File: config.mk
export PLATFORM = sky130hd
export DESIGN_NAME = freq_meas_ctrl_flat
export DESIGN_NICKNAME = d
export VERILOG_FILES = /design/src/rtl/freq_meas_ctrl_if.sv /design/src/rtl/freq_meas_ctrl.sv /design/src/flat_wrapper.sv
export SDC_FILE = /design/constraint.sdc
export NUM_CORES = 1
export LEC_CHECK = 0
export CAP_MARGIN = 40
export CORE_UTILIZATION = 40
export DETAILED_ROUTE_END_ITERATION = 6
export SLEW_MARGIN = 30
export SYNTH_ARGS = -nofsm -noshare
export SYNTH_HDL_FRONTEND = slang
export SYNTH_SLANG_ARGS = --single-unit
File: constraint.sdc
create_clock -name Clk -period 2.05 [get_ports Clk]
set_clock_uncertainty 0.05 [all_clocks]
set_input_delay 0.3075 -clock Clk [delete_from_list [all_inputs] [get_ports Clk]]
set_output_delay 0.3075 -clock Clk [all_outputs]
set_load 0.005 [all_outputs]
File: src/rtl/freq_meas_ctrl_if.sv
// Result channel of the frequency-meter sequencer.
//
// Handshake: the master raises Valid together with a new Frequency/Overflow
// pair and holds all three until a cycle in which Valid & Ready are both high
// (a transfer). A newer result may replace an unaccepted one; the master then
// raises the sticky Missed flag. Ready may be driven freely by the slave and
// is not required to wait for Valid.
//
// Signals:
//   Frequency [CNT_W] : edge count of the last completed gate window
//   Overflow          : that count saturated
//   Valid             : result available
//   Ready             : consumer accepts the result when Valid is high
//   Missed            : sticky, an unaccepted result was overwritten
interface freq_meas_ctrl_if #(
    parameter int CNT_W = 16
) ();
    logic [CNT_W-1:0] Frequency;
    logic             Overflow;
    logic             Valid;
    logic             Ready;
    logic             Missed;

    modport master (
        output Frequency,
        output Overflow,
        output Valid,
        output Missed,
        input  Ready
    );

    modport slave (
        input  Frequency,
        input  Overflow,
        input  Valid,
        input  Missed,
        output Ready
    );
endinterface

File: src/rtl/freq_meas_ctrl.sv
// Measurement sequencer for the frequency-meter datapath.
// Counts rising edges of the asynchronous Fxin over a gate window of
// GATE_BASE, GATE_BASE/10 or GATE_BASE/100 Clk cycles, single-shot or
// continuously re-armed, and publishes each count with a saturation flag
// on the result channel (see freq_meas_ctrl_if for the handshake).
//
// Ports:
//   Clk        : system clock
//   Rst_n      : asynchronous active-low reset
//   Fxin       : asynchronous signal under measurement
//   Start      : one-cycle pulse, starts a measurement when idle
//   Continuous : re-arm a new window right after each result
//   Gate_sel   : 00/11 GATE_BASE, 01 GATE_BASE/10, 10 GATE_BASE/100
//   Gate       : high exactly while the gate window is open
//   Busy       : high whenever the sequencer is not idle
//   Dbg_state  : current sequencer state (0 idle, 1 gate, 2 latch)
//   res        : result channel (Frequency, Overflow, Valid, Ready, Missed)
module freq_meas_ctrl #(
    parameter int CNT_W     = 16,
    parameter int GATE_BASE = 100_000_000,
    parameter int SYNC_STG  = 2
) (
    input  logic       Clk,
    input  logic       Rst_n,
    input  logic       Fxin,
    input  logic       Start,
    input  logic       Continuous,
    input  logic [1:0] Gate_sel,
    output logic       Gate,
    output logic       Busy,
    output logic [1:0] Dbg_state,
    freq_meas_ctrl_if.master res
);

    localparam int GW = $clog2(GATE_BASE + 1);

    typedef enum logic [1:0] {
        S_IDLE  = 2'd0,
        S_GATE  = 2'd1,
        S_LATCH = 2'd2
    } state_e;

    state_e               state_q;
    logic [SYNC_STG-1:0]  sync_q;
    logic                 hist_q;
    logic                 rise;
    logic [GW-1:0]        gate_cnt_q;
    logic [GW-1:0]        gate_load_d;
    logic [CNT_W-1:0]     cnt_q;
    logic                 sat_q;
    logic [CNT_W-1:0]     freq_q;
    logic                 ovf_q;
    logic                 valid_q;
    logic                 missed_q;
    logic                 gate_q;
    logic                 busy_q;

    // Fxin synchroniser plus one history flop; rise is a single-cycle pulse
    // per synchronised rising edge.
    always_ff @(posedge Clk or negedge Rst_n) begin
        if (!Rst_n) begin
            sync_q <= '0;
            hist_q <= 1'b0;
        end else begin
            sync_q <= {sync_q[SYNC_STG-2:0], Fxin};
            hist_q <= sync_q[SYNC_STG-1];
        end
    end

    assign rise = sync_q[SYNC_STG-1] & ~hist_q;

    // Window length minus one: the down-counter reaching zero marks the
    // last gated cycle, so the window spans exactly N cycles.
    always_comb begin
        gate_load_d = GW'(GATE_BASE - 1);
        unique case (Gate_sel)
            2'b01:   gate_load_d = GW'(GATE_BASE / 10 - 1);
            2'b10:   gate_load_d = GW'(GATE_BASE / 100 - 1);
            default: gate_load_d = GW'(GATE_BASE - 1);
        endcase
    end

    always_ff @(posedge Clk or negedge Rst_n) begin
        if (!Rst_n) begin
            state_q    <= S_IDLE;
            gate_cnt_q <= '0;
            cnt_q      <= '0;
            sat_q      <= 1'b0;
            freq_q     <= '0;
            ovf_q      <= 1'b0;
            valid_q    <= 1'b0;
            missed_q   <= 1'b0;
            gate_q     <= 1'b0;
            busy_q     <= 1'b0;
        end else begin
            // A transfer clears Valid; a LATCH in the same cycle overrides
            // this below so the new result stays visible.
            if (valid_q && res.Ready) begin
                valid_q <= 1'b0;
            end

            case (state_q)
                S_IDLE: begin
                    if (Start) begin
                        state_q    <= S_GATE;
                        gate_q     <= 1'b1;
                        busy_q     <= 1'b1;
                        gate_cnt_q <= gate_load_d;
                        cnt_q      <= '0;
                        sat_q      <= 1'b0;
                    end
                end

                S_GATE: begin
                    if (rise) begin
                        if (cnt_q == '1) begin
                            sat_q <= 1'b1;
                        end else begin
                            cnt_q <= cnt_q + CNT_W'(1);
                        end
                    end
                    if (gate_cnt_q == '0) begin
                        state_q <= S_LATCH;
                        gate_q  <= 1'b0;
                    end else begin
                        gate_cnt_q <= gate_cnt_q - GW'(1);
                    end
                end

                S_LATCH: begin
                    freq_q  <= cnt_q;
                    ovf_q   <= sat_q;
                    valid_q <= 1'b1;
                    if (valid_q && !res.Ready) begin
                        missed_q <= 1'b1;
                    end
                    if (Continuous) begin
                        // Re-arm: the single LATCH cycle is the only
                        // non-gated gap between back-to-back windows.
                        state_q    <= S_GATE;
                        gate_q     <= 1'b1;
                        gate_cnt_q <= gate_load_d;
                        cnt_q      <= '0;
                        sat_q      <= 1'b0;
                    end else begin
                        state_q <= S_IDLE;
                        busy_q  <= 1'b0;
                    end
                end

                default: begin
                    state_q <= S_IDLE;
                    gate_q  <= 1'b0;
                    busy_q  <= 1'b0;
                end
            endcase
        end
    end

    assign Gate          = gate_q;
    assign Busy          = busy_q;
    assign Dbg_state     = state_q;
    assign res.Frequency = freq_q;
    assign res.Overflow  = ovf_q;
    assign res.Valid     = valid_q;
    assign res.Missed    = missed_q;

endmodule

File: src/flat_wrapper.sv
// flat-port wrapper written by rule: the top's interface ports become plain ports
module freq_meas_ctrl_flat 
#(
    parameter int CNT_W     = 16,
    parameter int GATE_BASE = 100_000_000,
    parameter int SYNC_STG  = 2
)
  (Clk, Rst_n, Fxin, Start, Continuous, Gate_sel, Gate, Busy, Dbg_state, res_Frequency, res_Overflow, res_Valid, res_Missed, res_Ready);
  freq_meas_ctrl_if #(.CNT_W(CNT_W)) res_i ();
  input  logic Clk;
  input  logic Rst_n;
  input  logic Fxin;
  input  logic Start;
  input  logic Continuous;
  input  logic [1:0] Gate_sel;
  output logic Gate;
  output logic Busy;
  output logic [1:0] Dbg_state;
  output wire logic [$bits(res_i.Frequency)-1:0] res_Frequency;
  output wire logic [$bits(res_i.Overflow)-1:0] res_Overflow;
  output wire logic [$bits(res_i.Valid)-1:0] res_Valid;
  output wire logic [$bits(res_i.Missed)-1:0] res_Missed;
  input wire logic [$bits(res_i.Ready)-1:0] res_Ready;
  assign res_Frequency = res_i.Frequency;
  assign res_Overflow = res_i.Overflow;
  assign res_Valid = res_i.Valid;
  assign res_Missed = res_i.Missed;
  assign res_i.Ready = res_Ready;
  freq_meas_ctrl #(.CNT_W(CNT_W), .GATE_BASE(GATE_BASE), .SYNC_STG(SYNC_STG)) u_core (.Clk(Clk), .Rst_n(Rst_n), .Fxin(Fxin), .Start(Start), .Continuous(Continuous), .Gate_sel(Gate_sel), .Gate(Gate), .Busy(Busy), .Dbg_state(Dbg_state), .res(res_i));
endmodule
==> results of run 1 <==
stage by stage:
stage	std cells	TNS (ns)	hold WS, ns	setup slack [ns]
2_1_floorplan	365	-0.05644	-0.03809	-0.02822
3_3_place_gp	565	-2.641	0.2936	-0.2575
3_5_place_dp	565	-3.250	0.2976	-0.3069
4_1_cts	583	-0.3389	0.3357	-0.05488
5_1_grt	592	-3.479	0.3361	-0.2211
6_report	592	-0.4956	0.3318	-0.08444
path summary, 6_finish.rpt:
path / start / endpoint / slack [ns] / depth (start not counted)
max: u_core.gate_cnt_q[6]$_DFFE_PN0P_ / u_core.gate_cnt_q[12]$_DFFE_PN0P_ / -0.08 / 8
min: u_core.sync_q[0]$_DFF_PN0_ / u_core.sync_q[1]$_DFF_PN0_ / 0.33 / 0
max reg2reg: u_core.gate_cnt_q[6]$_DFFE_PN0P_ / u_core.gate_cnt_q[12]$_DFFE_PN0P_ / -0.08 / 8
min reg2reg: u_core.sync_q[0]$_DFF_PN0_ / u_core.sync_q[1]$_DFF_PN0_ / 0.33 / 0
max in group asynchronous: Rst_n / u_core.Dbg_state[0]$_DFFE_PN0P_ / 1.16 / 3
min in group asynchronous: Rst_n / u_core.res.Frequency[9]$_DFFE_PN0P_ / 0.46 / 3
cells in the final DEF, fill, tap and decap left out, drive strengths merged, types with 3 or more instances in the layout:
cell type      count
xor2               8
o21ai             21
nor2              48
o21a               3
clkdlybuf4s50     29
and3               4
o22a               7
nor3              17
nor4b              3
o31ai              3
clkinvlp           4
clkbuf             9
nor2b              5
nand2b             4
or3                8
buf               92
mux2i              3
a31oi              6
dfrtp             70
inv                8
or2                3
nand3             10
mux2              15
nand2             35
nor4               6
a41oi              4
a21oi             23
nand4             10
ha                 6
xnor2              3
registers in the layout, indices dropped and copies added (netlist names):
name / flops
u_core.Busy: 1
u_core.Dbg_state: 2
u_core.Gate: 1
u_core.cnt_q: 16
u_core.gate_cnt_q: 27
u_core.hist_q: 1
u_core.res.Frequency: 16
u_core.res.Missed: 1
u_core.res.Overflow: 1
u_core.res.Valid: 1
u_core.sat_q: 1
u_core.sync_q: 2
what timing repair did:
action,in CTS,in global routing
hold buffers,1,0
resized for setup,9,15
setup endpoints to repair,23,34
endpoints found under the hold margin,70,0
gates cloned,0,0
pin swaps,2,6
setup buffers,2,9
layer usage:
layer	vias up	wire, um	global-route usage (%)
met4	0	95	5.846
met5	-	0	0
met2	71	4148	32.57
met3	10	443	5.213
met1	1556	4375	31.00
li1	1548	-	-
kinds of logic (layout without fill, tap and decap cells):
logic type	Yosys count	count (layout)	synth area share, %
XOR/XNOR	11	11	2.722
flip-flops	70	70	49.49
multiplexers	18	18	5.620
AO/OA/AOI/OAI	81	81	14.67
buffers and inverters	23	145	2.863
AND/OR/NAND/NOR	156	156	22.52
adder cells (fa/ha/maj)	6	6	2.121
layout make-up:
type                            instances  area share, %
Clock buffer                            9          2.535
Clock inverter                          6         0.8193
Sequential cell                        70          35.87
Multi-Input combinational cell        272          36.61
Timing Repair Buffer                  122          20.87
Inverter                                8         0.6144
Tap cell                              105          2.688
power breakdown:
part,switching [mW],internal [mW],total (mW)
sequential,0.216,1.60,1.82
clock,0.531,0.426,0.957
combinational,0.557,0.610,1.17
==> impl_metrics.env, run 1 <==
export IMPL_yosysWarningCount=0
export IMPL_cts_buffers=9
export IMPL_slew_headroom_pct=74.50
export IMPL_syn_inst=365
export IMPL_dpl_hpwl_um=6423
export IMPL_synth_top_area_share_pct=49.49
export IMPL_synth_most_common_cell="dfrtp_1"
export IMPL_nets=497
export IMPL_root_buffer="clkbuf_8"
export IMPL_crit_path_max_fanout=10
export IMPL_syn_avg_cell_area_um2=9.698
export IMPL_worst_path_largest_cell_delay_ns=0.40
export IMPL_cts_sinks=70
export IMPL_worstPathArrival_ns=2.32
export IMPL_ir_worst_vdd_mv=0.5024
export IMPL_die_h_um=96.07
export IMPL_clockBufferDepth=2
export IMPL_leakage_nw=2.183
export IMPL_antenna_found_initial=0
export IMPL_synth_edf_count=0
export IMPL_yosysUniqueCellTypes=53
export IMPL_initial_core_util_pct=42.23
export IMPL_placed_area_mm2=0.004517
export IMPL_synthArstFlopShare_pct=100.0
export IMPL_vias_per_cell=5.380
export IMPL_grt_overflow_total=0
export IMPL_drv_cap=0
export IMPL_cp_data_required_time_ns=2.23
export IMPL_finalWorstPathRequiredPeriod_ns=2.134
export IMPL_io_pin_count=31
export IMPL_cts_tree="done"
export IMPL_rsz0062_at_grt="yes"
export IMPL_syn_area_mm2=0.003540
export IMPL_wirelength_um=9063
export IMPL_crit_chain="nor4_2 > buf_4 > nand2_2 > o31a_1 > nor2_8 > buf_4 > a21oi_1 > o22a_1"
export IMPL_setup_viol=11
export IMPL_utilization_pct=58.31
export IMPL_wl_per_cell_um=15.31
export IMPL_diodes=0
export IMPL_crit_type="reg2reg"
export IMPL_yosysTopAreaCell="dfrtp_1"
export IMPL_placementRows=33
export IMPL_ys_seq_area_share_pct=49.49
export IMPL_p_total_mw=3.939
export IMPL_grtUsageTotal_pct=21.65
export IMPL_cts_htree_levels=3
export IMPL_min_path_type="reg2reg"
export IMPL_syn_nets=379
export IMPL_failed_checks="negative setup slack"
export IMPL_drtIter0Drc=172
export IMPL_period_share_pct=104.1
export IMPL_die_w_um=96.07
export IMPL_dieArea_mm2=0.009229
export IMPL_core_mm2=0.008382
export IMPL_yosys_top_cells_count="dfrtp_1, nor2_1, nand2_1"
export IMPL_critical_path_top_delay_family="compound AO/OA/AOI/OAI gates"
export IMPL_path_common_cell="buf_4"
export IMPL_cts_clk_slew_worst_paths_ns=0.07
export IMPL_port_buffers=30
export IMPL_multi_input_area_mm2=0.001789
export IMPL_drt_pass1_iter_count=4
export IMPL_syn_to_final_growth_pct=38.07
export IMPL_ys_seq_elements=70
export IMPL_grt_start_max_net_pins=71
export IMPL_grt_first_pass_wirelength_um=14910
export IMPL_synth_top_cells_by_area="dfrtp_1, nor2_1, mux2_2"
export IMPL_setup_ws_ns=-0.08444
export IMPL_worst_pin_slew_ns=0.3825
export IMPL_end_kind="register"
export IMPL_stdcell_area_mm2=0.004887
export IMPL_cpMaxStageDelayCell="dfrtp_1"
export IMPL_ys_flop_type="dfrtp_1"
export IMPL_drive_gt1_share_pct=30.80
export IMPL_power_density_mw_per_mm2=806.0
export IMPL_ant_nets=0
export IMPL_crit_buf_inv=2
export IMPL_register_area_mm2=0.001753
export IMPL_fillCellCount=739
export IMPL_hold_viol_final=0
export IMPL_slew_viol_final=0
export IMPL_first_global_vias=3011
export IMPL_worst_setup_path_start_kind="register"
export IMPL_finalWeightedCongestion=0.9194
export IMPL_fmax_mhz=468.5
export IMPL_clk_latency_ns=0.35
export IMPL_drc=0
export IMPL_vias=3185
export IMPL_status="finished, violations left"
No activity file was read; power rests on OpenSTA's default activity.
==> run 2: changes to the inputs <==
--- a/config.mk
+++ b/config.mk
@@ -6,7 +6,7 @@
 export NUM_CORES = 1
 export LEC_CHECK = 0
 export CAP_MARGIN = 40
-export CORE_UTILIZATION = 40
+export CORE_UTILIZATION = 30
 export DETAILED_ROUTE_END_ITERATION = 6
 export SLEW_MARGIN = 30
 export SYNTH_ARGS = -nofsm -noshare
==> impl_metrics.env, run 2 (synthesized netlist as in run 1, its figures left out) <==
export IMPL_register_area_mm2=0.001754
export IMPL_port_buffers=30
export IMPL_slew_viol_final=0
export IMPL_ant_nets=0
export IMPL_layout_common_cells="buf_4, dfrtp_1, nor2_1"
export IMPL_setup_ws_ns=-0.03236
export IMPL_ir_worst_vdd_mv=0.5570
export IMPL_min_path_type="reg2reg"
export IMPL_p_clk_share_pct=31.7
export IMPL_die_h_um=110.6
export IMPL_vias_per_cell=5.058
export IMPL_initial_core_util_pct=30.87
export IMPL_slew_headroom_pct=72.76
export IMPL_pre_cts_ws_ns=-0.3194
export IMPL_finalWeightedCongestion=0.9025
export IMPL_core_mm2=0.01147
export IMPL_syn_to_final_growth_pct=43.76
export IMPL_vias=3166
export IMPL_dieArea_mm2=0.01224
export IMPL_wirelength_um=9011
export IMPL_worst_pin_slew_ns=0.4078
export IMPL_cts_htree_levels=3
export IMPL_power_density_mw_per_mm2=890.5
export IMPL_switching_share_pct=31.34
export IMPL_multi_input_area_mm2=0.001861
export IMPL_utilization_pct=44.38
export IMPL_diodes=0
export IMPL_root_buffer="clkbuf_16"
export IMPL_drive_gt1_share_pct=32.92
export IMPL_clockBufferDepth=2
export IMPL_largest_reg_flops=27
export IMPL_seq_power_share_pct=40.5
export IMPL_layout_commonest_cell="buf_4"
export IMPL_worst_setup_path_start_kind="register"
export IMPL_die_w_um=110.6
export IMPL_crit_type="reg2reg"
export IMPL_r2r_slack_ns=-0.03
export IMPL_drc=0
export IMPL_nets=492
export IMPL_setup_viol=9
export IMPL_period_share_pct=101.6
export IMPL_crit_path_max_fanout=5
export IMPL_cp_data_required_time_ns=2.22
export IMPL_grt_overflow_total=0
export IMPL_antenna_found_initial=0
export IMPL_failed_checks="negative setup slack"
export IMPL_finalWorstPathRequiredPeriod_ns=2.082
export IMPL_cts_buffers=9
export IMPL_hold_viol_final=0
export IMPL_wl_per_cell_um=14.39
export IMPL_end_kind="register"
export IMPL_fillCellCount=1084
export IMPL_clk_latency_ns=0.34
export IMPL_combPwrFrac_pct=27.8
export IMPL_io_pin_count=31
export IMPL_placementRows=39
export IMPL_intPower_mw=3.111
export IMPL_cts_sinks=70
export IMPL_fmax_mhz=480.2
export IMPL_status="finished, violations left"
export IMPL_dpl_hpwl_um=6309
export IMPL_leakage_nw=2.227
export IMPL_drt_pass1_iter_count=4
export IMPL_p_sw_mw=1.420
export IMPL_worstPathArrival_ns=2.26
export IMPL_cts_clk_slew_worst_paths_ns=0.06
export IMPL_cts_tree="done"
export IMPL_largest_register="u_core.gate_cnt_q"
export IMPL_grt_start_max_net_pins=71
export IMPL_grtUsageTotal_pct=15.23
export IMPL_drv_cap=0
export IMPL_first_global_vias=3056
export IMPL_grt_first_pass_wirelength_um=14860
export IMPL_rsz0062_at_grt="yes"
export IMPL_p_total_mw=4.531
export IMPL_drtIter0Drc=219
-- run 2: critical path, cell delays in order, from the launching register on --
cell and delay [ns]:
dfrtp_1 0.41, nor4_4 0.32, nand4_1 0.21, o31a_1 0.42
nor2_8 0.19, inv_2 0.09, o21a_1 0.11, o22a_1 0.17
-- run 2: what timing repair did --
action	in CTS	in global routing
pin swaps	6	22
hold buffers	1	0
endpoints found under the hold margin	70	0
endpoints found under the setup margin	14	35
setup buffers	4	9
gates resized for setup	11	34
-- run 2: stage by stage --
step	setup TNS (ns)	hold WS [ns]	std cells	area (um^2)
CTS	-0.3128	0.3004	618	4893
finish	-0.2038	0.3005	626	5089
global route	-2.134	0.3061	626	5089
detailed placement	-2.367	0.2878	597	4532
global placement	-1.455	0.2875	597	4532
floorplan	-0.05644	-0.03809	365	3548
-- run 2: layer usage --
metal / up-vias / share of wire (%) / track usage (%)
met4: 0 / 2.1 / 6.578
met2: 77 / 49 / 24.64
met1: 1527 / 44 / 19.29
met3: 18 / 4.7 / 3.732
met5: - / 0 / 0
li1: 1544 / - / -
-- run 2: final timing paths --
check	start	to	cells past startpoint
worst min register to register	u_core.sync_q[0]$_DFF_PN0_	u_core.sync_q[1]$_DFF_PN0_	0
max in group asynchronous	Rst_n	u_core.gate_cnt_q[15]$_DFFE_PN0P_	3
min in group asynchronous	Rst_n	u_core.cnt_q[5]$_DFFE_PN0P_	3
worst max-delay path	u_core.gate_cnt_q[2]$_DFFE_PN0P_	u_core.gate_cnt_q[9]$_DFFE_PN0P_	7
worst max register to register	u_core.gate_cnt_q[2]$_DFFE_PN0P_	u_core.gate_cnt_q[9]$_DFFE_PN0P_	7
worst min-delay path	u_core.sync_q[0]$_DFF_PN0_	u_core.sync_q[1]$_DFF_PN0_	0
-- run 2: power groups by stage --
stage	logic (mW)	clock network (mW)	registers, mW
floorplan	0.503	0	1.83
global placement	1.07	0	1.81
detailed placement	1.11	0	1.82
CTS	1.14	1.48	1.81
global route	1.40	1.55	1.86
finish	1.26	1.44	1.83
-- run 2: layout make-up --
cell class / count / share of cell area (%)
repair buffers: 117 / 19.40
multi-input cells: 272 / 36.56
inverters: 8 / 0.5901
flip-flops and latches: 70 / 34.47
clock buffers: 11 / 4.770
well taps: 143 / 3.516
clock inverters: 5 / 0.6885
==> run 3: changes to the inputs <==
--- a/config.mk
+++ b/config.mk
@@ -5,6 +5,7 @@
 export SDC_FILE = /design/constraint.sdc
 export NUM_CORES = 1
 export LEC_CHECK = 0
+export ABC_CLOCK_PERIOD_IN_PS = 2050
 export CAP_MARGIN = 40
 export CORE_UTILIZATION = 30
 export DETAILED_ROUTE_END_ITERATION = 6
==> results of run 3 <==
The final DEF is identical to that of run 2; final timing and power are the same.
